<file path="config.mk">
export PLATFORM = sky130hd
export DESIGN_NAME = mem_responder_rtl
export DESIGN_NICKNAME = d
export VERILOG_FILES = /design/src/rtl/mem_responder_rtl.sv
export SDC_FILE = /design/constraint.sdc
export NUM_CORES = 1
export LEC_CHECK = 0
export BUFFER_PORTS_ARGS = -buffer_cell sky130_fd_sc_hd__buf_2
export CAP_MARGIN = 20
export CORE_MARGIN = 2
export CORE_UTILIZATION = 31
export DETAILED_ROUTE_END_ITERATION = 8
export HOLD_SLACK_MARGIN = 0.03
export PLACE_DENSITY = 0.55
export SYNTH_ARGS = -nofsm -noshare
export SYNTH_HDL_FRONTEND = slang
export SYNTH_SLANG_ARGS = --single-unit
</file>
<file path="constraint.sdc">
create_clock -name clk -period 2.2 [get_ports clk]
set_input_delay 0.44 -clock clk [delete_from_list [all_inputs] [get_ports clk]]
set_output_delay 0.44 -clock clk [all_outputs]
set_load 0.01 [all_outputs]
</file>
<file path="src/rtl/mem_responder_rtl.sv">
// Single-cycle memory responder with a one-entry response buffer.
// Requests are val/rdy handshaked; responses are {type, data} from a register.
module mem_responder_rtl #(
  parameter int p_nbits    = 8,
  parameter int p_nentries = 16,
  localparam int AW        = $clog2(p_nentries)
) (
  input  logic               clk,
  input  logic               rst,
  input  logic               req_val,
  output logic               req_rdy,
  input  logic               req_type,
  input  logic [AW-1:0]      req_addr,
  input  logic [p_nbits-1:0] req_data,
  output logic               resp_val,
  input  logic               resp_rdy,
  output logic               resp_type,
  output logic [p_nbits-1:0] resp_data
);

  typedef enum logic {
    EMPTY = 1'b0,
    FULL  = 1'b1
  } state_e;

  state_e               state_q, state_d;
  logic                 type_q, type_d;
  logic [p_nbits-1:0]   data_q, data_d;
  logic [p_nbits-1:0]   mem_q [p_nentries];
  logic [p_nbits-1:0]   mem_d [p_nentries];
  logic                 req_go;
  logic                 resp_go;

  // rst gates rdy so nothing is taken while reset is held
  assign resp_val  = (state_q == FULL);
  assign req_rdy   = rst & ((state_q == EMPTY) | resp_rdy);
  assign resp_type = type_q;
  assign resp_data = data_q;
  assign req_go    = req_val & req_rdy;
  assign resp_go   = resp_val & resp_rdy;

  always_comb begin
    state_d = state_q;
    type_d  = type_q;
    data_d  = data_q;
    mem_d   = mem_q;
    if (req_go) begin
      state_d = FULL;
      type_d  = req_type;
      if (req_type) begin
        data_d           = '0;
        mem_d[req_addr]  = req_data;
      end else begin
        data_d = mem_q[req_addr];
      end
    end else if (resp_go) begin
      state_d = EMPTY;
    end
  end

  always_ff @(posedge clk or negedge rst) begin
    if (!rst) begin
      state_q <= EMPTY;
      type_q  <= 1'b0;
      data_q  <= '0;
      for (int i = 0; i < p_nentries; i++) begin
        mem_q[i] <= '0;
      end
    end else begin
      state_q <= state_d;
      type_q  <= type_d;
      data_q  <= data_d;
      for (int i = 0; i < p_nentries; i++) begin
        mem_q[i] <= mem_d[i];
      end
    end
  end

endmodule

</file>
== After elaboration in Yosys (flattened, before gate mapping) ==
Index checks and enable logic that the tools add are counted.

* Bits in registers: 138
* Input port bits: 17
* Word-level logic and storage cells: 39

* $lt $le $gt $ge: 2
* Muxes and demuxes: 9
* Bitwise logic cells: 6
* Reduce and logical (&&, ||, !) cells: 3

{| class="wikitable"
|+ Operators with widths
! cell !! count
|-
| 128-bit bitwise mux || 1
|-
| 8-bit binary-select mux with 4-bit select || 1
|-
| 8-bit demux with 4-bit select || 1
|-
| 8-bit two-way mux || 4
|-
| 5-bit >= comparator, second input constant || 1
|-
| 5-bit by 1-bit less-than comparator with 1-bit output, second input constant || 1
|-
| 4-bit NOT with 5-bit output || 1
|-
| 1-bit AND || 3
|-
| 1-bit two-way mux || 2
|-
| 2-bit AND reduction || 1
|-
| 2-bit nonzero test || 1
|-
| 1-bit logical AND || 1
|-
| 1-bit NOT || 1
|-
| 1-bit bitwise OR || 1
|}

== Depth between registers and ports, before layout ==
Gate-level depths: netlist of the first run.

* Word-level depth: 6
* Gate-level depth with buffers: 6
* Depth with buffers taken out: 4

== Worst setup path after synthesis of the first run ==
Ideal clock, no wire load.

* Path kind: input port to flip-flop
* From: input port resp_rdy
* To: register mem_q[120] (netlist bit)
* Library setup time: 0.125 ns
* Arrival: 1.731 ns
* Data required time: 2.075 ns
* Setup slack: 0.344 ns
* Stages on the path: 5
* Buffers on the path: 1
* Path through: nand2b_4 -> nand4_4 -> or4b_1 -> buf_6 -> mux2_4

* Word-level cells in the longest chain between the ends: 4

{| class="wikitable"
|+ RTL lines
! element !! RTL line !! source
|-
| start: declaration || 16 || <nowiki>input logic resp_rdy,</nowiki>
|-
| 1-bit bitwise OR || 36 || <nowiki>assign req_rdy = rst & ((state_q == EMPTY) | resp_rdy);</nowiki>
|-
| 1-bit AND || 36 ||
|-
| 1-bit AND || 39 || <nowiki>assign req_go = req_val & req_rdy;</nowiki>
|-
| 2-bit AND reduction (no source line) || - ||
|-
| end signal: indexed assignment || 74 || <nowiki>mem_q[i] <= mem_d[i];</nowiki>
|-
| end: declaration || 29 || <nowiki>logic [p_nbits-1:0] mem_q [p_nentries];</nowiki>
|}

Every way passes these cells.
A chain may end at the register's enable or synchronous reset.

== Worst setup path in the final report of the first run ==
* From: input port rst
* To: register mem_q[26] (netlist bit)

* Word-level cells in the longest chain between the ends: 3

{| class="wikitable"
|+ RTL lines
! element !! RTL line !! source
|-
| start: declaration || 9 || <nowiki>input logic rst,</nowiki>
|-
| 1-bit AND || 36 ||
|-
| 1-bit AND || 39 ||
|-
| 2-bit AND reduction (no source line) || - ||
|}

Every way passes these cells.

==> implementation parameters, run 1 <==
Parameter                              Value

Worst setup path
  Critical path cell sequence ... dlygate4sd3_1 -> buf_6 -> nand4_4 -> or4_1 -> buf_4 -> mux2_4
  Required arrival time at the worst endpoint ... 2500 ps
  Critical Path Fanout Max ... 8
  Standard cell with the maximum stage delay on the critical path ... sky130_fd_sc_hd__dlygate4sd3_1
  Max incr delay on CP ... roughly 540 ps
  Data arrival time of the critical path ... between 2000 and 2500 ps
  Crit path launch type ... primary input
  Class of the most critical setup path ... in -> reg
  Endpoint class of the critical path ... flop

Global routing
  Antenna violations before repair ... 0
  GRT Util Overall ... 0.1347
  Global-route wire length before repair ... between 20,000 and 25,000 microns
  Gr ovfl total ... 0
  Largest net degree at the start of global routing ... around 130
  Via count of the first global-routing pass ... a little under 4,000

STA
  Number of failing setup endpoints in the final timing report ... 0
  Setup repair after global routing missed its margin ... no
  Portion of the clock cycle consumed by the worst path in the final layout ... 0.9432
  Final Hold Viols ... 0
  WHS ... between 300 and 400 ps
  Worst clock skew on the final layout ... 8.263 ps
  Worst slew pin tran ... 677.2 ps
  Timing-limited maximum frequency ... a little under 500 MHz
  Max-slew violation count ... 0
  Relative slew slack ... 0.5486
  Setup Total Neg Slack ... 0 ps
  Post-layout min period ... roughly 2100 ps

Clock tree
  Clock buffer count from CTS ... 17
  CTS max path bufs ... 2
  Count of clock tree sinks ... 138
  Number of H-tree levels ... 4
  Worst skew pair latency ... around 420 ps
  Clock-pin slew on the worst setup and hold paths ... roughly 60 ps
  Clock Root Buffer ... sky130_fd_sc_hd__clkbuf_16
  CTS tree ... built
  Post-cts gate resize count ... 0

Yosys
  Warnings, synthesis ... 0
  Flip-flop and latch count after synthesis ... 138
  Cell area after technology mapping ... 6536 sq um
  Part of the Yosys area used for sequential elements ... 0.5283
  Most used flip-flop cell after synthesis ... sky130_fd_sc_hd__dfrtp_1
  Cell taking the most area after synthesis ... sky130_fd_sc_hd__dfrtp_1
  Main area contributors after synthesis ... sky130_fd_sc_hd__dfrtp_1 (53%), sky130_fd_sc_hd__mux2_2 (17%), sky130_fd_sc_hd__mux4_2 (11%)
  Instance count of the mapped netlist ... approximately 400
  Synth top area share ... 0.5283
  Syn avg cell area ... 16.80 sq um
  Distinct cell type count of the synthesized netlist ... 24
  Ys async rst share ... 1.000
  Number of enable flip-flop cells after synthesis ... 0
  Most numerous cell types in the synthesized netlist ... sky130_fd_sc_hd__dfrtp_1 (138), sky130_fd_sc_hd__mux2_2 (96), sky130_fd_sc_hd__mux2_4 (32), sky130_fd_sc_hd__mux4_2 (32), sky130_fd_sc_hd__mux2i_1 (24)
  Synthesized Nets ... 406
  Most frequent cell after synthesis ... sky130_fd_sc_hd__dfrtp_1

Place
  Routability cong. ... around 0.73
  Port Buffer Count ... 27
  Placed cell areas ... 7222 sq um
  Sum of net half-perimeters after detailed placement ... between 9000 and 10,000 microns

Job
  Count of maximum capacitance violations ... 0

Status
  Outcome ... complete, no violations

Floorplan
  Total die area ... around 22,000 sq um
  Vert. Die Dim ... about 150 microns
  I/O pins ... 28
  Core box area ... roughly 21,000 sq um
  Number of rows in the core area ... 53
  Effective utilization at floorplan ... 0.3129
  Die width ... approximately 150 microns

Routing
  Total iterations of the first detailed-routing run ... 4
  Remaining antenna violation count ... 0
  Iteration-0 DRC Markers ... 110
  Routed length per placed instance ... ~19 microns
  Overall routed net length ... around 14,000 microns
  Via density ... ~4.8
  Remaining design rule violation count ... 0
  Via count ... between 3,000 and 4,000

Final layout
  Post-route design area ... roughly 8000 sq um
  Area of the multi-input gates ... 2938 sq um
  Number of nets at the end of the flow ... between 400 and 500
  Combined flip-flop and latch cell area ... 3453 sq um
  Area delta synth->final ... 20.77%
  FILL cells ... 1,952
  Ant diodes ... 0
  Share of cells above drive strength 1 ... 0.5864

Power and ir drop
  PD cells ... slightly below 900 nW/um^2
  Static leakage power ... between 3 and 4 nW
  Maximum vdd drop ... approximately 0.00036 V

Worst hold path
  Class of the most critical hold timing path ... in -> reg
path summary, 6_finish.rpt:
path	start	end	slack, ps	cells past startpoint
worst max-delay path	rst	mem_q[26]$_DFFE_PN0P_	130	6
worst min-delay path	resp_rdy	resp_val$_DFFE_PN0P_	330	3
worst max register to register	resp_val$_DFFE_PN0P_	mem_q[26]$_DFFE_PN0P_	290	5
worst min register to register	mem_q[10]$_DFFE_PN0P_	mem_q[10]$_DFFE_PN0P_	500	1
max in group asynchronous	rst	mem_q[67]$_DFFE_PN0P_	720	4
min in group asynchronous	rst	mem_q[112]$_DFFE_PN0P_	550	3
placed cells by master (no fill, tap or decap), drive strengths merged:
cell type / synthesis / final
clkbuf: 12 / 23
mux4: 32 / 32
inv: 0 / 2
nor2: 2 / 2
nand2b: 5 / 5
mux2: 128 / 128
nand2: 5 / 5
buf: 16 / 63
or4: 3 / 3
nor3: 9 / 9
clkinvlp: 0 / 1
dfrtp: 138 / 138
a22o: 8 / 8
bufinv: 0 / 5
dlygate4sd3: 0 / 1
nor4: 3 / 3
clkinv: 0 / 1
or4b: 1 / 1
nand3: 1 / 1
mux2i: 24 / 24
and2: 1 / 1
nand4: 1 / 1
through the flow:
stage	total power (W)	setup slack, ps	utilization	instances
final	0.007060	125.0	0.3779	732
after global routing	0.007389	63.78	0.3779	732
after CTS	0.007163	105.4	0.3779	732
after detailed placement	0.003933	83.29	0.3457	699
after global placement	0.003900	64.04	0.3457	699
after floorplan	0.003635	343.8	-	389
kinds of logic after synthesis:
kind of cell / after synthesis / share of synthesized area
buffers and inverters: 28 / 0.02221
DFF: 138 / 0.5283
and+or+nand+nor: 31 / 0.05283
muxes: 184 / 0.3859
AOI/OAI and AO/OA: 8 / 0.01072
power by group:
group	internal (W)	switching, W	total (W)
clock network	0.00211	0.00107	0.00319
logic	0.000508	0.000344	0.000852
registers	0.00285	0.000167	0.00302
total	0.00547	0.00159	0.00706
what timing repair did:
action,CTS,global route
hold buffers,1,0
buffers inserted,0,0
endpoints found under the hold margin,13,0
critical path: cells and delay by family:
| family | cells | cell delay (ps) |
|---|---|---|
| muxes | 1 | 310 |
| buffers and inverters | 3 | 870 |
| and+or+nand+nor | 2 | 740 |
metal layers:
metal | wire [microns] | GRT usage
met1 | 6490 | 0.1793
met4 | 118 | 0.03143
met2 | 6909 | 0.2207
met5 | 0 | 0
met3 | 409 | 0.03578
state kept, by name, summed over array words and instances (netlist names):
signal	cells
resp_type	1
resp_val	1
mem_q	128
resp_data	8
cell type report:
| cell class | count | share of cell area |
|---|---|---|
| clock buffers | 23 | 0.06055 |
| repair buffers | 64 | 0.06293 |
| clock inverters | 9 | 0.02330 |
| multi-input cells | 223 | 0.3722 |
| flip-flops and latches | 138 | 0.4375 |
| well taps | 275 | 0.04359 |
Power figures use the tool's default switching activity.
==> inputs of run 2 (changes only) <==
Settings changed: PLACE_DENSITY 0.55 to not set.
==> run 2 against run 1 <==
Maximum frequency is 1.4% higher. Design area up 0.97%. Final cell count rose by 1.1%. Total power up 0.63%. Clock power hardly changed. Combinational power rose by 1%. Register-to-register slack better by 60 ps. Die area unchanged. Sequential cell count stayed put. Critical path depth unchanged.
==> implementation parameters, run 2 (same netlist as run 1, synthesis figures left out) <==
Parameter                              Value

Routing
  Via count ... 3,631 (+4.0%)
  Remaining antenna violation count ... 0 (unchanged)
  Total length of routed met3 wires ... 500 microns (+22%)
  Total length of routed met2 wires ... 7211 microns (+4.4%)
  Iteration-0 DRC Markers ... 172 (+56%)
  Routed length per placed instance ... 20.07 microns (+5.5%)
  Length of routed wiring on met1 ... 6712 microns (+3.4%)
  Remaining design rule violation count ... 0 (unchanged)
  Overall routed net length ... 14,850 microns (+6.6%)
  DR top layer ... met4
  Total iterations of the first detailed-routing run ... 4 (unchanged)
  Via density ... 4.907 (+2.9%)

Clock tree
  CTS tree ... built
  Worst skew pair latency ... 420 ps (about the same)
  Clock Root Buffer ... sky130_fd_sc_hd__clkbuf_16
  Count of clock tree sinks ... 138 (unchanged)
  Post-cts gate resize count ... 0 (unchanged)
  CTS max path bufs ... 2 (unchanged)
  Number of H-tree levels ... 4 (unchanged)
  Clock buffer count from CTS ... 17 (unchanged)
  Clock-pin slew on the worst setup and hold paths ... 60 ps (about the same)

STA
  Final Hold Viols ... 0 (unchanged)
  Worst clock skew on the final layout ... 5.754 ps (-2.509 ps)
  Max-slew violation count ... 0 (unchanged)
  Setup repair after global routing missed its margin ... no
  Post-layout min period ... 2047 ps (-27.90 ps)
  Relative slew slack ... 0.5081 (-0.04045)
  Setup Total Neg Slack ... 0 ps (unchanged)
  Timing-limited maximum frequency ... 488.5 MHz (+1.4%)
  Worst slew pin tran ... 737.8 ps (+60.68 ps)
  Final WS setup ... 152.9 ps (+27.90 ps)
  WHS ... 320.6 ps (-13.59 ps)
  Portion of the clock cycle consumed by the worst path in the final layout ... 0.9305 (-0.01268)
  Number of failing setup endpoints in the final timing report ... 0 (unchanged)

Job
  Count of maximum capacitance violations ... 0 (unchanged)

Global routing
  GRT Util Overall ... 0.1462 (+0.01145)
  Global-route wire length before repair ... 23,920 microns (+6.9%)
  Via count of the first global-routing pass ... 4,156 (+7.4%)
  Antenna violations before repair ... 0 (unchanged)
  Gr ovfl total ... 0 (unchanged)
  Largest net degree at the start of global routing ... 138 (+9.5%)

Worst setup path
  Capturing element of the worst setup path ... mem_q[63]$_DFFE_PN0P_
  Worst reg2reg path depth ... 5 (unchanged)
  Reg2reg start ... resp_val$_DFFE_PN0P_
  Required arrival time at the worst endpoint ... 2500 ps (about the same)
  Crit path launch type ... primary input
  Data arrival time of the critical path ... 2350 ps (-30 ps)
  Worst reg-to-reg setup slack ... 350 ps (+60 ps)
  Endpoint of the worst-slack reg-to-reg timing path ... mem_q[63]$_DFFE_PN0P_
  Critical Path Fanout Max ... 6 (-2)
  Standard cell with the maximum stage delay on the critical path ... sky130_fd_sc_hd__or4_1
  Max incr delay on CP ... 550 ps (about the same)
  Class of the most critical setup path ... in -> reg
  Critical path cell sequence ... dlygate4sd3_1 -> buf_6 -> nand4_4 -> or4_1 -> buf_4 -> mux2_4
  Worst setup startpoint ... rst
  Endpoint class of the critical path ... flop

Final layout
  Number of nets at the end of the flow ... 469 (+1.7%)
  Share of cells above drive strength 1 ... 0.5978 (+0.01142)
  Area delta synth->final ... 21.94%
  Max reg flops ... 128 (unchanged)
  Ant diodes ... 0 (unchanged)
  Commonest non-fill, non-tap cell in the layout ... sky130_fd_sc_hd__dfrtp_1
  Register name with the most flops ... mem_q
  Leading cell types in the layout, fill and taps excluded ... sky130_fd_sc_hd__dfrtp_1 (138), sky130_fd_sc_hd__mux2_2 (96), sky130_fd_sc_hd__buf_4 (37)
  FILL cells ... 1,930 (-1.1%)
  Count of placed standard cells in the final layout, fillers left out ... 740 (+1.1%)

Floorplan
  Total die area ... 22,260 sq um (unchanged)
  Vert. Die Dim ... 149.2 microns (unchanged)
  Die width ... 149.2 microns (unchanged)
  Core box area ... 20,890 sq um (unchanged)
  I/O pins ... 28 (unchanged)
  Effective utilization at floorplan ... 0.3129 (unchanged)
  Number of rows in the core area ... 53 (unchanged)

Place
  Setup slack at placement ... 69.96 ps (-13.33 ps)
  Port Buffer Count ... 27 (unchanged)
  Sum of net half-perimeters after detailed placement ... 10,120 microns (+6.9%)
  Total instance count after detailed placement ... 707 (+1.1%)
  Routability cong. ... 0.7524 (+3.1%)

Status
  Outcome ... complete, no violations

Power and ir drop
  Static leakage power ... 3.840 nW (+1.5%)
  PD cells ... 891.3 nW/um^2 (-0.34%)
  Maximum vdd drop ... 0.0005349 V (+47%)

Worst hold path
  Class of the most critical hold timing path ... in -> reg
==> run 2: changes by cell type in the layout (fill, tap and decap cells not counted) <==
cell | before | now
sky130_fd_sc_hd__clkbuf_1 | 3 | 1
sky130_fd_sc_hd__clkinvlp_4 | 1 | 0
sky130_fd_sc_hd__clkinv_4 | 1 | 2
sky130_fd_sc_hd__buf_4 | 30 | 37
sky130_fd_sc_hd__clkinv_2 | 0 | 5
sky130_fd_sc_hd__clkbuf_8 | 3 | 1
sky130_fd_sc_hd__buf_12 | 6 | 7
sky130_fd_sc_hd__bufinv_16 | 5 | 6
sky130_fd_sc_hd__inv_6 | 2 | 0
==> run 2: power breakdown <==
group	switching, W	leakage (nW)	internal (W)	total, W
Clock	0.00107	0.330	0.00215	0.00321
Sequential	0.000174	1.85	0.00285	0.00303
Combinational	0.000350	1.66	0.000512	0.000862
Total	0.00159	3.84	0.00551	0.00710
==> run 2: how the worst min path moves through the flow <==
stage / endpoint / cells past startpoint / slack, ps / from
CTS: resp_val$_DFFE_PN0P_ / 3 / 310 / resp_rdy
finish: resp_val$_DFFE_PN0P_ / 3 / 320 / resp_rdy
detailed placement: resp_val$_DFFE_PN0P_ / 1 / 240 / rst
global route: resp_val$_DFFE_PN0P_ / 3 / 310 / resp_rdy
global placement: resp_val$_DFFE_PN0P_ / 1 / 240 / rst
floorplan: mem_q[0]$_DFFE_PN0P_ / 0 / 140 / rst
==> run 2: final cells by class <==
cell class                      instances  area, sq um  share of cell area
Timing Repair Buffer                   72        569.3             0.07143
Clock inverter                         13        222.7             0.02794
Multi-Input combinational cell        223         2938              0.3686
Sequential cell                       138         3453              0.4333
Clock buffer                           19        442.9             0.05557
Tap cell                              275        344.1             0.04317
==> run 2: metrics by stage <==
step,util,instance area [sq um],power [W]
2_1_floorplan,-,6536,0.003635
3_3_place_gp,0.3492,7295,0.003900
3_5_place_dp,0.3492,7295,0.003951
4_1_cts,0.3816,7970,0.007196
5_1_grt,0.3816,7970,0.007409
6_report,0.3816,7970,0.007104
==> run 2: timing repair <==
item | in CTS | in global routing
hold buffers | 1 | 0
hold endpoints to repair | 1 | 0
buffers inserted | 0 | 0
==> run 2: critical path, delay by kind of cell <==
kind	cells	cell delay (ps)
muxes	1	300
and+or+nand+nor	2	710
buffers and inverters	3	890
==> run 2: per-layer routing <==
metal,vias to the layer above,GRT usage
li1,1591,-
met1,1953,0.1884
met2,60,0.2343
met3,27,0.03150
met4,0,0.07190
met5,-,0
==> inputs of run 3 (changes only) <==
Settings changed: BUFFER_PORTS_ARGS -buffer_cell sky130_fd_sc_hd__buf_2 to not set, CORE_MARGIN 2 to 3, DONT_BUFFER_PORTS set to 1.
==> run 3 against run 2 <==
The flow now finishes with violations (negative hold slack). Total power fell by 7.8%. Clock power fell by 11%. Final cell count decreased by 7.7%. Via count decreased by 7.4%. Die area up 2.7%. Non-clock buffer count down 52. Maximum frequency grew 2.1%. Hold slack lost 600 ps. Core utilization shrank 1.6 points. Critical path depth is the same. Worst setup slack improved by 43 ps. Sequential power barely moved. Critical path type is now reg -> reg. Largest power group is now sequential cells.
==> implementation parameters, run 3 (same netlist as run 1, synthesis figures left out) <==
Parameter                              Value

Worst setup path
  Class of the most critical setup path ... reg -> reg
  Max incr delay on CP ... 440 ps (-110 ps)
  Cell mode on critical path ... sky130_fd_sc_hd__buf_4
  Critical Path Fanout Max ... 10 (+4)
  Crit path launch type ... flop
  Standard cell with the maximum stage delay on the critical path ... sky130_fd_sc_hd__dfrtp_1
  Data arrival time of the critical path ... 2300 ps (-50 ps)
  Endpoint class of the critical path ... flop
  Critical path cell sequence ... nand2b_4 -> nand4_4 -> buf_4 -> nor4_4 -> buf_4 -> mux2_2
  Required arrival time at the worst endpoint ... 2500 ps (about the same)

Place
  Sum of net half-perimeters after detailed placement ... 8807 microns (-13%)
  Port Buffer Count ... 0 (-100%)
  Setup slack at placement ... 159.8 ps (+89.85 ps)
  Routability cong. ... 0.7133 (-5.2%)

Worst hold path
  Class of the most critical hold timing path ... in -> async

Final layout
  Commonest non-fill, non-tap cell in the layout ... sky130_fd_sc_hd__dfrtp_1
  Combined flip-flop and latch cell area ... 3453 sq um (unchanged)
  Ant diodes ... 0 (unchanged)
  Number of nets at the end of the flow ... 417 (-11%)
  Share of cells above drive strength 1 ... 0.5521 (-0.04579)
  Area of the multi-input gates ... 2938 sq um (unchanged)
  Leading cell types in the layout, fill and taps excluded ... sky130_fd_sc_hd__dfrtp_1 (138), sky130_fd_sc_hd__mux2_2 (96), sky130_fd_sc_hd__mux2_4 (32), sky130_fd_sc_hd__mux4_2 (32), sky130_fd_sc_hd__mux2i_1 (24)
  Max reg flops ... 128 (unchanged)
  FILL cells ... 1,909 (-1.1%)
  Register name with the most flops ... mem_q
  Area delta synth->final ... 14.57%

STA
  Final WS setup ... 195.9 ps (+43.03 ps)
  Portion of the clock cycle consumed by the worst path in the final layout ... 0.9109 (-0.01956)
  Worst clock skew on the final layout ... 6.090 ps (+0.3362 ps)
  Max-slew violation count ... 0 (unchanged)
  Worst slew pin tran ... 687.8 ps (-50.08 ps)
  Timing-limited maximum frequency ... 499.0 MHz (+2.1%)
  Setup Total Neg Slack ... 0 ps (unchanged)
  Final Hold Viols ... 138 (+138)
  WHS ... -276.9 ps (-597.5 ps)
  Number of failing setup endpoints in the final timing report ... 0 (unchanged)
  Post-layout min period ... 2004 ps (-43.03 ps)
  Relative slew slack ... 0.5398 (+0.03170)
  Setup repair after global routing missed its margin ... no

Clock tree
  Clock-pin slew on the worst setup and hold paths ... 60 ps (about the same)
  CTS max path bufs ... 2 (unchanged)
  CTS tree ... built
  Number of H-tree levels ... 4 (unchanged)
  Worst skew pair latency ... 420 ps (about the same)
  Clock buffer count from CTS ... 17 (unchanged)
  Count of clock tree sinks ... 138 (unchanged)
  Clock Root Buffer ... sky130_fd_sc_hd__clkbuf_16

Global routing
  Global-route wire length before repair ... 22,540 microns (-5.8%)
  Antenna violations before repair ... 0 (unchanged)
  GRT Util Overall ... 0.1327 (-0.01347)
  Largest net degree at the start of global routing ... 142 (+2.9%)
  Gr ovfl total ... 0 (unchanged)
  Via count of the first global-routing pass ... 3,724 (-10%)

Power and ir drop
  Maximum vdd drop ... 0.0004271 V (-20%)
  Static leakage power ... 3.532 nW (-8.0%)
  Sw frac ... 0.2173 (-0.006556)
  Seq pwr share ... 0.463 (+0.037)
  Sw power ... 0.001424 W (-10%)
  Internal power consumption ... 0.005126 W (-7.0%)
  Part of the total power dissipated in the clock network ... 0.439 (-0.013)
  Logic gate share of total power ... 0.098 (-0.023)
  PD cells ... 874.7 nW/um^2 (-1.9%)

Routing
  Total iterations of the first detailed-routing run ... 4 (unchanged)
  Via density ... 4.924 (+0.35%)
  Overall routed net length ... 13,950 microns (-6.1%)
  Iteration-0 DRC Markers ... 228 (+33%)
  Remaining design rule violation count ... 0 (unchanged)
  Via count ... 3,363 (-7.4%)
  Remaining antenna violation count ... 0 (unchanged)
  Routed length per placed instance ... 20.42 microns (+1.7%)

Floorplan
  Number of rows in the core area ... 52 (-1.9%)
  Die width ... 151.2 microns (+1.3%)
  Vert. Die Dim ... 151.2 microns (+1.3%)
  Effective utilization at floorplan ... 0.3189 (+0.006017)
  Core box area ... 20,490 sq um (-1.9%)
  I/O pins ... 28 (unchanged)
  Total die area ... 22,860 sq um (+2.7%)

Status
  Outcome ... complete, but fails checks
  Failing checks ... negative hold slack

Job
  Count of maximum capacitance violations ... 0 (unchanged)
[run 3: changes by cell type in the layout (fill, tap and decap cells not counted), sizes merged]
cell	delta
buf	-51
bufinv	-4
clkbuf	+3
clkinvlp	+3
clkinv	-2
dlygate4sd3	-1
[run 3: path summary, 6_finish.rpt]
| kind | startpoint | cells after the start | slack [ps] | endpoint |
|---|---|---|---|---|
| setup / recovery | resp_val$_DFFE_PN0P_ | 6 | 200 | mem_q[119]$_DFFE_PN0P_ |
| hold / removal | rst | 0 | -280 | mem_q[72]$_DFFE_PN0P_ |
| setup reg to reg | resp_val$_DFFE_PN0P_ | 6 | 200 | mem_q[119]$_DFFE_PN0P_ |
| hold reg to reg | mem_q[66]$_DFFE_PN0P_ | 1 | 500 | mem_q[66]$_DFFE_PN0P_ |
| max in group asynchronous | rst | 0 | 2260 | mem_q[9]$_DFFE_PN0P_ |
| min in group clk | req_data[5] | 1 | 170 | mem_q[93]$_DFFE_PN0P_ |
[run 3: per-stage QoR]
step                instances  cell area (sq um)  utilization  power (W)
detailed placement        651               6879       0.3357   0.003733
floorplan                 389               6536            -   0.003635
CTS                       683               7488       0.3654   0.006635
global placement          651               6879       0.3357   0.003694
global route              683               7488       0.3654   0.006830
finish                    683               7488       0.3654   0.006550
[run 3: layout make-up]
type / instances / area share
sequential: 138 / 0.4612
clock buffer: 22 / 0.06600
multi-input combinational: 223 / 0.3923
tap: 270 / 0.04511
timing repair buffer: 20 / 0.02005
clock inverter: 10 / 0.01537
[run 3: critical path: cells and delay by family (launching register included)]
family	cells	cell delay, ps
AND/OR/NAND/NOR	3	580
flip-flops	1	440
multiplexers	1	350
buffers and inverters	2	520
[run 3: repair_timing]
item,in CTS,in global routing
resized for setup,0,0
buffers inserted,0,0
endpoints found under the hold margin,138,138
[run 3: per-layer routing]
metal | global-route usage | part of all wire | wire (microns)
met4 | 0.04805 | 0.015 | 216
met1 | 0.1715 | 0.45 | 6227
met5 | 0 | 0 | 0
met3 | 0.03621 | 0.040 | 559
met2 | 0.2143 | 0.50 | 6941
[run 3: power by group through the flow]
stage	sequential, W	combinational [W]	clock (W)
3_3_place_gp	0.00306	0.000631	0
4_1_cts	0.00304	0.000656	0.00294
5_1_grt	0.00307	0.000694	0.00306
3_5_place_dp	0.00308	0.000654	0
6_report	0.00303	0.000642	0.00287
2_1_floorplan	0.00301	0.000625	0
